<file path="config.mk">
export PLATFORM = sky130hd
export DESIGN_NAME = data_req_adapter_flat
export DESIGN_NICKNAME = d
export VERILOG_FILES = /design/src/rtl/data_req_adapter_if.sv /design/src/rtl/data_req_adapter.sv /design/src/flat_wrapper.sv
export SDC_FILE = /design/constraint.sdc
export NUM_CORES = 1
export LEC_CHECK = 0
export ABC_AREA = 0
export BUFFER_PORTS_ARGS = -buffer_cell sky130_fd_sc_hd__buf_2
export CAP_MARGIN = 40
export CORE_ASPECT_RATIO = 0.7
export CORE_MARGIN = 2
export CORE_UTILIZATION = 50
export CTS_CLUSTER_SIZE = 28
export DETAILED_ROUTE_END_ITERATION = 12
export PLACE_DENSITY_LB_ADDON = 0.2
export SKIP_LAST_GASP = 1
export SLEW_MARGIN = 20
export SYNTH_ARGS = -nofsm -noshare
export SYNTH_HDL_FRONTEND = slang
export SYNTH_SLANG_ARGS = --single-unit
</file>
<file path="constraint.sdc">
create_clock -name clk -period 2 [get_ports clk]
set_clock_uncertainty 0.05 [all_clocks]
set_input_delay 0.3 -clock clk [delete_from_list [all_inputs] [get_ports clk]]
set_output_delay 0.3 -clock clk [all_outputs]
set_load 0.05 [all_outputs]
</file>
<file path="src/rtl/data_req_adapter_if.sv">
// Pipeline-side memory request handshake bundle for data_req_adapter.
interface data_req_adapter_if #(
  parameter int TAG_W = 5
);
  logic             mem_valid;
  logic             mem_ready;
  logic             mem_wr;
  logic [1:0]       mem_size;
  logic             mem_signed;
  logic [31:0]      mem_addr;
  logic [31:0]      mem_wdata;
  logic [TAG_W-1:0] mem_tag;

  // Pipeline side: presents requests, observes acceptance.
  modport master (
    output mem_valid, mem_wr, mem_size, mem_signed, mem_addr, mem_wdata, mem_tag,
    input  mem_ready
  );

  // Adapter side: consumes requests, signals acceptance.
  modport slave (
    input  mem_valid, mem_wr, mem_size, mem_signed, mem_addr, mem_wdata, mem_tag,
    output mem_ready
  );
endinterface

</file>
<file path="src/rtl/data_req_adapter.sv">
// Adapts pipeline load/store requests to a lane-based data memory port.
// One held request, one outstanding load; misaligned requests are
// swallowed and reported through a one-cycle addr_err pulse.
module data_req_adapter #(
  parameter int TAG_W = 5
) (
  input  logic             clk,
  input  logic             rst_p,
  data_req_adapter_if.slave mem,
  output logic             data_req,
  output logic             data_wr,
  output logic [31:0]      data_addr,
  output logic [3:0]       data_wstrb,
  output logic [31:0]      data_wdata,
  input  logic [31:0]      data_rdata,
  input  logic             data_read_ok,
  input  logic             data_write_full,
  output logic             ld_valid,
  output logic [TAG_W-1:0] ld_tag,
  output logic [31:0]      ld_data,
  output logic             addr_err,
  output logic             addr_err_wr,
  output logic [31:0]      addr_err_addr
);

  // Byte enables for a store of the given size at the given byte offset.
  function automatic logic [3:0] store_strb(input logic [1:0] size, input logic [1:0] off);
    logic [3:0] s;
    case (size)
      2'd0:    s = 4'b0001 << off;
      2'd1:    s = off[1] ? 4'b1100 : 4'b0011;
      default: s = 4'b1111;
    endcase
    return s;
  endfunction

  // Replicate right-aligned store data across all lanes it may occupy.
  function automatic logic [31:0] store_data(input logic [1:0] size, input logic [31:0] w);
    logic [31:0] d;
    case (size)
      2'd0:    d = {4{w[7:0]}};
      2'd1:    d = {2{w[15:0]}};
      default: d = w;
    endcase
    return d;
  endfunction

  // Select the addressed lane of returned data and extend it.
  function automatic logic [31:0] load_align(input logic [31:0] rd, input logic [1:0] size,
                                             input logic sgn, input logic [1:0] off);
    logic [7:0]  b;
    logic [15:0] h;
    logic [31:0] r;
    case (off)
      2'd0:    b = rd[7:0];
      2'd1:    b = rd[15:8];
      2'd2:    b = rd[23:16];
      default: b = rd[31:24];
    endcase
    h = off[1] ? rd[31:16] : rd[15:0];
    case (size)
      2'd0:    r = {{24{sgn & b[7]}}, b};
      2'd1:    r = {{16{sgn & h[15]}}, h};
      default: r = rd;
    endcase
    return r;
  endfunction

  logic             req_v_r;
  logic             req_wr_r;
  logic [31:0]      req_addr_r;
  logic [3:0]       req_wstrb_r;
  logic [31:0]      req_wdata_r;
  logic [1:0]       req_size_r;
  logic             req_signed_r;
  logic [TAG_W-1:0] req_tag_r;

  logic             ld_busy_r;
  logic [TAG_W-1:0] trk_tag_r;
  logic [1:0]       trk_size_r;
  logic             trk_signed_r;
  logic [1:0]       trk_off_r;

  logic             ld_valid_r;
  logic [TAG_W-1:0] ld_tag_r;
  logic [31:0]      ld_data_r;
  logic             addr_err_r;
  logic             addr_err_wr_r;
  logic [31:0]      addr_err_addr_r;

  logic misalign_s;
  logic store_issue_s;
  logic load_issue_s;
  logic issue_s;
  logic ready_s;
  logic accept_s;
  logic ld_ret_s;

  // Issue/accept decisions for the current cycle.
  always_comb begin
    misalign_s    = 1'b0;
    case (mem.mem_size)
      2'd0:    misalign_s = 1'b0;
      2'd1:    misalign_s = mem.mem_addr[0];
      2'd2:    misalign_s = (mem.mem_addr[1:0] != 2'b00);
      default: misalign_s = 1'b1;
    endcase
    store_issue_s = req_v_r & req_wr_r & ~data_write_full;
    load_issue_s  = req_v_r & ~req_wr_r & (~ld_busy_r | data_read_ok);
    issue_s       = store_issue_s | load_issue_s;
    ready_s       = ~req_v_r | issue_s;
    accept_s      = mem.mem_valid & ready_s;
    ld_ret_s      = data_read_ok & ld_busy_r;
  end

  assign mem.mem_ready = ready_s;

  // Request register: load on aligned accept, drop on issue.
  always_ff @(posedge clk) begin
    if (rst_p) begin
      req_v_r      <= 1'b0;
      req_wr_r     <= 1'b0;
      req_addr_r   <= 32'h0000_0000;
      req_wstrb_r  <= 4'b0000;
      req_wdata_r  <= 32'h0000_0000;
      req_size_r   <= 2'd0;
      req_signed_r <= 1'b0;
      req_tag_r    <= '0;
    end else if (accept_s && !misalign_s) begin
      req_v_r      <= 1'b1;
      req_wr_r     <= mem.mem_wr;
      req_addr_r   <= mem.mem_addr;
      req_wstrb_r  <= mem.mem_wr ? store_strb(mem.mem_size, mem.mem_addr[1:0]) : 4'b0000;
      req_wdata_r  <= store_data(mem.mem_size, mem.mem_wdata);
      req_size_r   <= mem.mem_size;
      req_signed_r <= mem.mem_signed;
      req_tag_r    <= mem.mem_tag;
    end else if (issue_s) begin
      req_v_r      <= 1'b0;
    end else begin
      req_v_r      <= req_v_r;
    end
  end

  // Load tracker: remembers how to steer the single outstanding load.
  always_ff @(posedge clk) begin
    if (rst_p) begin
      ld_busy_r    <= 1'b0;
      trk_tag_r    <= '0;
      trk_size_r   <= 2'd0;
      trk_signed_r <= 1'b0;
      trk_off_r    <= 2'd0;
    end else if (load_issue_s) begin
      ld_busy_r    <= 1'b1;
      trk_tag_r    <= req_tag_r;
      trk_size_r   <= req_size_r;
      trk_signed_r <= req_signed_r;
      trk_off_r    <= req_addr_r[1:0];
    end else if (ld_ret_s) begin
      ld_busy_r    <= 1'b0;
    end else begin
      ld_busy_r    <= ld_busy_r;
    end
  end

  // Writeback: registered load result using the tracker as it was before this edge.
  always_ff @(posedge clk) begin
    if (rst_p) begin
      ld_valid_r <= 1'b0;
      ld_tag_r   <= '0;
      ld_data_r  <= 32'h0000_0000;
    end else begin
      ld_valid_r <= ld_ret_s;
      if (ld_ret_s) begin
        ld_tag_r  <= trk_tag_r;
        ld_data_r <= load_align(data_rdata, trk_size_r, trk_signed_r, trk_off_r);
      end
    end
  end

  // Misalignment report: one-cycle pulse carrying the offending request.
  always_ff @(posedge clk) begin
    if (rst_p) begin
      addr_err_r      <= 1'b0;
      addr_err_wr_r   <= 1'b0;
      addr_err_addr_r <= 32'h0000_0000;
    end else begin
      addr_err_r <= accept_s & misalign_s;
      if (accept_s && misalign_s) begin
        addr_err_wr_r   <= mem.mem_wr;
        addr_err_addr_r <= mem.mem_addr;
      end
    end
  end

  assign data_req      = req_v_r;
  assign data_wr       = req_wr_r;
  assign data_addr     = req_addr_r;
  assign data_wstrb    = req_wstrb_r;
  assign data_wdata    = req_wdata_r;
  assign ld_valid      = ld_valid_r;
  assign ld_tag        = ld_tag_r;
  assign ld_data       = ld_data_r;
  assign addr_err      = addr_err_r;
  assign addr_err_wr   = addr_err_wr_r;
  assign addr_err_addr = addr_err_addr_r;

endmodule
</file>
<file path="src/flat_wrapper.sv">
// flat-port wrapper written by rule: the top's interface ports become plain ports
module data_req_adapter_flat 
#(
  parameter int TAG_W = 5
)
  (clk, rst_p, data_req, data_wr, data_addr, data_wstrb, data_wdata, data_rdata, data_read_ok, data_write_full, ld_valid, ld_tag, ld_data, addr_err, addr_err_wr, addr_err_addr, mem_mem_valid, mem_mem_wr, mem_mem_size, mem_mem_signed, mem_mem_addr, mem_mem_wdata, mem_mem_tag, mem_mem_ready);
  data_req_adapter_if #(.TAG_W(TAG_W)) mem_i ();
  input  logic clk;
  input  logic rst_p;
  output logic data_req;
  output logic data_wr;
  output logic [31:0] data_addr;
  output logic [3:0] data_wstrb;
  output logic [31:0] data_wdata;
  input  logic [31:0] data_rdata;
  input  logic data_read_ok;
  input  logic data_write_full;
  output logic ld_valid;
  output logic [TAG_W-1:0] ld_tag;
  output logic [31:0] ld_data;
  output logic addr_err;
  output logic addr_err_wr;
  output logic [31:0] addr_err_addr;
  input wire logic [$bits(mem_i.mem_valid)-1:0] mem_mem_valid;
  input wire logic [$bits(mem_i.mem_wr)-1:0] mem_mem_wr;
  input wire logic [$bits(mem_i.mem_size)-1:0] mem_mem_size;
  input wire logic [$bits(mem_i.mem_signed)-1:0] mem_mem_signed;
  input wire logic [$bits(mem_i.mem_addr)-1:0] mem_mem_addr;
  input wire logic [$bits(mem_i.mem_wdata)-1:0] mem_mem_wdata;
  input wire logic [$bits(mem_i.mem_tag)-1:0] mem_mem_tag;
  output wire logic [$bits(mem_i.mem_ready)-1:0] mem_mem_ready;
  assign mem_i.mem_valid = mem_mem_valid;
  assign mem_i.mem_wr = mem_mem_wr;
  assign mem_i.mem_size = mem_mem_size;
  assign mem_i.mem_signed = mem_mem_signed;
  assign mem_i.mem_addr = mem_mem_addr;
  assign mem_i.mem_wdata = mem_mem_wdata;
  assign mem_i.mem_tag = mem_mem_tag;
  assign mem_mem_ready = mem_i.mem_ready;
  data_req_adapter #(.TAG_W(TAG_W)) u_core (.clk(clk), .rst_p(rst_p), .mem(mem_i), .data_req(data_req), .data_wr(data_wr), .data_addr(data_addr), .data_wstrb(data_wstrb), .data_wdata(data_wdata), .data_rdata(data_rdata), .data_read_ok(data_read_ok), .data_write_full(data_write_full), .ld_valid(ld_valid), .ld_tag(ld_tag), .ld_data(ld_data), .addr_err(addr_err), .addr_err_wr(addr_err_wr), .addr_err_addr(addr_err_addr));
endmodule
</file>
* Word-level counts from Yosys, hierarchy flattened *
Cells that the tools add are included.

operators by class
  bitwise logic cells = 16
  muxes and demuxes = 14
  $mul = 0
  $add $sub $neg = 0
  shifts and indexed selects = 1
  div/mod/pow operators = 0
  reductions and logical operators = 9
  magnitude comparators = 0
  equal/unequal tests = 5

operator list
  kind                                                 count
  one-hot mux 32 bit (2 select lines)                  2
  one-hot mux 8 bit (3 select lines)                   1
  two-way mux 16 bit                                   1
  two-way mux 8 bit                                    2
  AND 1 bit                                            9
  two-way mux 4 bit                                    2
  one-hot mux 4 bit (2 select lines)                   1
  equality test 2 x 1 -> 1 bit, second input constant  3
  zero test 2 bit                                      3
  nonzero test 2 bit                                   3
  equality test 2 bit, second input constant           2
  two-way mux 1 bit                                    4
  NOT 1 bit                                            4
  << shifter 1 x 2 -> 4 bit, first input constant      1
  bitwise OR 1 bit                                     3
  one-hot mux 1 bit (3 select lines)                   1
  logical AND 1 bit                                    2
  zero test 1 bit                                      1

word-level totals
  latch bits = 0
  memories kept = 0
  input port bits = 110
  register bits after elaboration = 161
  logic and storage cells = 64
  memory bits (read-only) = 0
  memory bits (writable) = 0

* Depth between registers and ports, before layout *
  depth after elaboration = 8
  mapped depth = 8
  mapped depth without buffers = 5

* Worst setup path after synthesis *
Ideal clock, no wire load.

  kind = reg-to-output
  start point = reg u_core.req_wr_r, in the netlist u_core.data_wr
  end point = out mem_mem_ready
  stages on the path, launching flop included = 7
  arrival = 1656 ps
  slack = -6 ps
  cells stage by stage = dfxtp_1 -> nor4bb_1 -> a31o_1 -> buf_4 -> inv_2 -> buf_4 -> buf_2

between the ends
  word-level cells in the longest chain between the ends = 5
  elaborated cells on any way between the ends = 7
  classes of those cells = 7 x bitwise

ends and longest elaborated chain
  element                  RTL line                 text
  start, declared          data_req_adapter.sv:70   logic req_wr_r;
  start signal, assigned   data_req_adapter.sv:131  req_wr_r <= mem.mem_wr;
  NOT 1 bit                data_req_adapter.sv:109  load_issue_s = req_v_r & ~req_wr_r & (~ld_busy_r | data_read_ok);
  AND 1 bit (2 in series)  data_req_adapter.sv:109
  bitwise OR 1 bit *       data_req_adapter.sv:110  issue_s = store_issue_s | load_issue_s;
  bitwise OR 1 bit *       data_req_adapter.sv:111  ready_s = ~req_v_r | issue_s;
  end, declared            flat_wrapper.sv:31       output wire logic [$bits(mem_i.mem_ready)-1:0] mem_mem_ready;

Every way passes the cells marked *; elsewhere a longest branch is shown, timed or not.

* Final worst setup path *
  start point = reg u_core.req_v_r, in the netlist u_core.data_req
  end point = out mem_mem_ready

between the ends
  word-level cells in the longest chain between the ends = 4
  elaborated cells on any way between the ends = 7
  classes of those cells = 7 x bitwise

ends and longest elaborated chain
  element                                     RTL line                                          text
  start, declared                             data_req_adapter.sv:69                            logic req_v_r;
  start signal, assigned                      data_req_adapter.sv:141                           req_v_r <= req_v_r;
  AND 1 bit (on tied branches) (2 in series)  data_req_adapter.sv:108, data_req_adapter.sv:109
  bitwise OR 1 bit                            data_req_adapter.sv:110
  bitwise OR 1 bit *                          data_req_adapter.sv:111

Marks and branches as above.

==> results.sh <==
export IMPL_worst_pin_slew_ps=600
export IMPL_worstPathRequired_ps=1650
export IMPL_worstSetupPathType="reg2out"
export IMPL_worstPathMaxFanout=19
export IMPL_htreeDepth=4
export IMPL_status="completed"
export IMPL_yosys_warnings=0
export IMPL_worstSkewPairLatency_ps=410
export IMPL_syn_avg_cell_area_um2=8.51
export IMPL_crit_chain="nor4bb_4, a31o_2, inv_4, buf_4"
export IMPL_place_congestion=0.882
export IMPL_synth_area_leader_cell="dfxtp_1"
export IMPL_hp_class="in2reg"
export IMPL_antenna_left=0
export IMPL_first_pass_iters=5
export IMPL_fin_nets=1171
export IMPL_ioPinCount=253
export IMPL_cts_hold_buf=0
export IMPL_seq_power_share_pct=44.0
export IMPL_drive_gt1_share_pct=30.4
export IMPL_numPortBuffers=252
export IMPL_synth_cells=843
export IMPL_clock_path_buffers=2
export IMPL_antenna_found_initial=0
export IMPL_fin_setup_tns_ps=0
export IMPL_cts_tree="built"
export IMPL_endpoint="mem_mem_ready"
export IMPL_fp_dieH_um=104
export IMPL_syn_num_nets=953
export IMPL_p_clk_share_pct=38.0
export IMPL_cp_slowest_cell="dfxtp_1"
export IMPL_seq_area_frac_synth_pct=44.9
export IMPL_cts_buffers=17
export IMPL_power_density_nw_per_um2=850
export IMPL_slew_viol_final=0
export IMPL_synth_seq_cells=161
export IMPL_wl_mm=21.1
export IMPL_synth_edf_count=0
export IMPL_syn_cell_area_um2=7180
export IMPL_p_int_w=0.00538
export IMPL_vias_per_cell=5.45
export IMPL_start_util_pct=51.4
export IMPL_std_cell_rows=36
export IMPL_grt_pass1_vias=6230
export IMPL_grt_use_total_pct=26.9
export IMPL_postLayoutCellArea_um2=9180
export IMPL_setup_viol_count_final=0
export IMPL_power_leakage_nw=3.98
export IMPL_critical_path_max_stage_delay_ps=340
export IMPL_fillers=1210
export IMPL_ys_types=41
export IMPL_n_antenna_cell=0
export IMPL_slew_headroom_pct=59.9
export IMPL_critPathLaunch="u_core.data_req"
export IMPL_min_period_over_period_pct=97.9
export IMPL_gr_total_overflow=0
export IMPL_endpoint_kind="primary output"
export IMPL_grt_max_degree=77
export IMPL_rsz0062_at_grt="yes"
export IMPL_reg2reg_depth=6
export IMPL_worstHoldStart="mem_mem_signed"
export IMPL_drt_initial_drc_count=392
export IMPL_max_freq_mhz=511
export IMPL_synth_async_reset_ratio_pct=0
export IMPL_placed_area_um2=8600
export IMPL_startpoint_type="register"
export IMPL_fp_dieArea_um2=15300
export IMPL_core_area_um2=14000
export IMPL_vdd_ir_drop_max_mv=0.624
export IMPL_pre_cts_slack_ps=146
export IMPL_vias=6882
export IMPL_hold_viol=0
export IMPL_grt_pass1_wl_mm=33.3
export IMPL_wl_per_cell_um=16.7
export IMPL_swShare_pct=31.0
export IMPL_switchingPower_w=0.00242
export IMPL_dp_hpwl_mm=14.6
export IMPL_setup_ws_ps=41.6
export IMPL_combPwrFrac_pct=17.9
export IMPL_reg2reg_to="u_core.data_wdata[30]"
export IMPL_clk_pin_slew_ps=60
export IMPL_cts_sinks=161
export IMPL_final_core_util_pct=65.7
export IMPL_yosys_most_used_dff="dfxtp_1"
export IMPL_synth_top_cell_area_share_pct=44.9
export IMPL_drc=0
export IMPL_cap_violations=0
export IMPL_regToRegStartpoint="u_core.data_req"
export IMPL_synth_area_top_cells="dfxtp_1 (45%), mux2i_1 (7.9%), nand2b_1 (7.1%), a21oi_1 (7.0%), o21ai_0 (6.1%)"
export IMPL_die_width_um=147
export IMPL_min_period_ps=1960
export IMPL_area_growth_pct=27.9
export IMPL_cts_root_buf="clkbuf_16"
export IMPL_cp_arrival_ps=1610
export IMPL_rrSetupSlack_ps=130
[final cells by class]
cell class / instances / area [um^2] / area share [%]
clock buffer: 18 / 429 / 4.68
timing repair buffer: 281 / 1580 / 17.2
inverter: 16 / 62.6 / 0.682
multi-input combinational: 584 / 3540 / 38.6
clock inverter: 13 / 105 / 1.15
tap: 190 / 238 / 2.59
sequential: 161 / 3230 / 35.1
[per-stage QoR]
step / hold WS (ps) / instances / total power, W
3_3_place_gp: 388 / 1229 / 0.00488
4_1_cts: 81.3 / 1261 / 0.00784
5_1_grt: 88.0 / 1263 / 0.00810
3_5_place_dp: 392 / 1230 / 0.00489
6_report: 90.8 / 1263 / 0.00780
2_1_floorplan: 378 / 843 / 0.00446
[critical path: cells and delay by family, from the launching register on]
family | cells | cell delay, ps
buffers and inverters | 2 | 440
flip-flops | 1 | 340
AO/OA/AOI/OAI | 1 | 250
AND/OR/NAND/NOR | 1 | 160
[kinds of logic after synthesis]
group,count (synthesis),share of synthesized area [%]
compound gates,261,21.0
flops,161,44.9
buf+inv,98,6.24
mux,58,8.26
simple gates,265,19.6
[how the worst min path moves through the flow]
stage,to,cells after the start
after floorplan,u_core.trk_signed_r,2
after CTS,u_core.req_tag_r[1],3
after detailed placement,u_core.trk_tag_r[0],2
final,u_core.req_signed_r,3
after global placement,u_core.trk_signed_r,2
after global routing,u_core.addr_err_addr[20],3
[power by group through the flow]
| stage | Sequential (W) | Combinational, W | Clock, W |
|---|---|---|---|
| floorplan | 0.00399 | 0.000472 | 0 |
| global placement | 0.00350 | 0.00137 | 0 |
| detailed placement | 0.00350 | 0.00139 | 0 |
| CTS | 0.00343 | 0.00139 | 0.00301 |
| global route | 0.00345 | 0.00148 | 0.00316 |
| finish | 0.00344 | 0.00140 | 0.00297 |
[per-layer routing]
metal | part of all wire (%) | GRT usage [%] | vias to the layer above | wire length [um]
met3 | 7.9 | 7.98 | 17 | 1660
met2 | 43 | 39.7 | 251 | 9110
li1 | - | - | 3400 | -
met4 | 1.0 | 6.04 | 0 | 214
met1 | 48 | 39.0 | 3214 | 10100
met5 | 0 | 0 | - | 0
[registers in the layout, summed over array words and instances, names as in the netlist]
signal                cells
u_core.trk_off_r          2
u_core.data_addr         32
u_core.trk_signed_r       1
u_core.ld_busy_r          1
u_core.ld_valid           1
u_core.req_tag_r          5
u_core.ld_tag             5
u_core.data_wstrb         4
u_core.trk_tag_r          5
u_core.req_signed_r       1
u_core.data_wdata        32
u_core.addr_err_wr        1
u_core.data_req           1
u_core.addr_err           1
u_core.req_size_r         2
u_core.ld_data           32
u_core.data_wr            1
u_core.trk_size_r         2
u_core.addr_err_addr     32
[synthesized netlist by cell type (2+ instances only)]
cell type,instances
buf_6,2
nor2_2,2
a221oi_1,8
a211oi_1,47
nand2b_1,82
a21oi_1,100
buf_8,3
mux2i_1,57
nand3_1,51
clkbuf_2,2
o21ai_0,88
dfxtp_1,161
nand3b_1,15
o22ai_1,6
or4_1,2
buf_2,17
nor2b_1,2
buf_1,2
inv_1,15
clkbuf_1,54
nor2_1,32
o2111ai_1,3
buf_4,2
a31oi_1,2
nand2_1,65
nand4b_1,8
[what timing repair did]
action,4_1_cts,5_1_grt
gates cloned,0,0
resized for setup,2,4
endpoints found under the setup margin,1,3
setup buffers,0,2
hold endpoints to repair,0,0
[cells in the final DEF (no fill, tap or decap), drive strengths merged, types with 34 or more instances in the layout]
cell type,netlist,layout
buf,26,281
dfxtp,161,161
a21oi,101,101
o21ai,89,89
nand2b,82,82
nand2,65,65
mux2i,57,57
nand3,51,51
a211oi,47,47
nor2,34,34
Note: power is estimated with default switching activity, not from simulation.
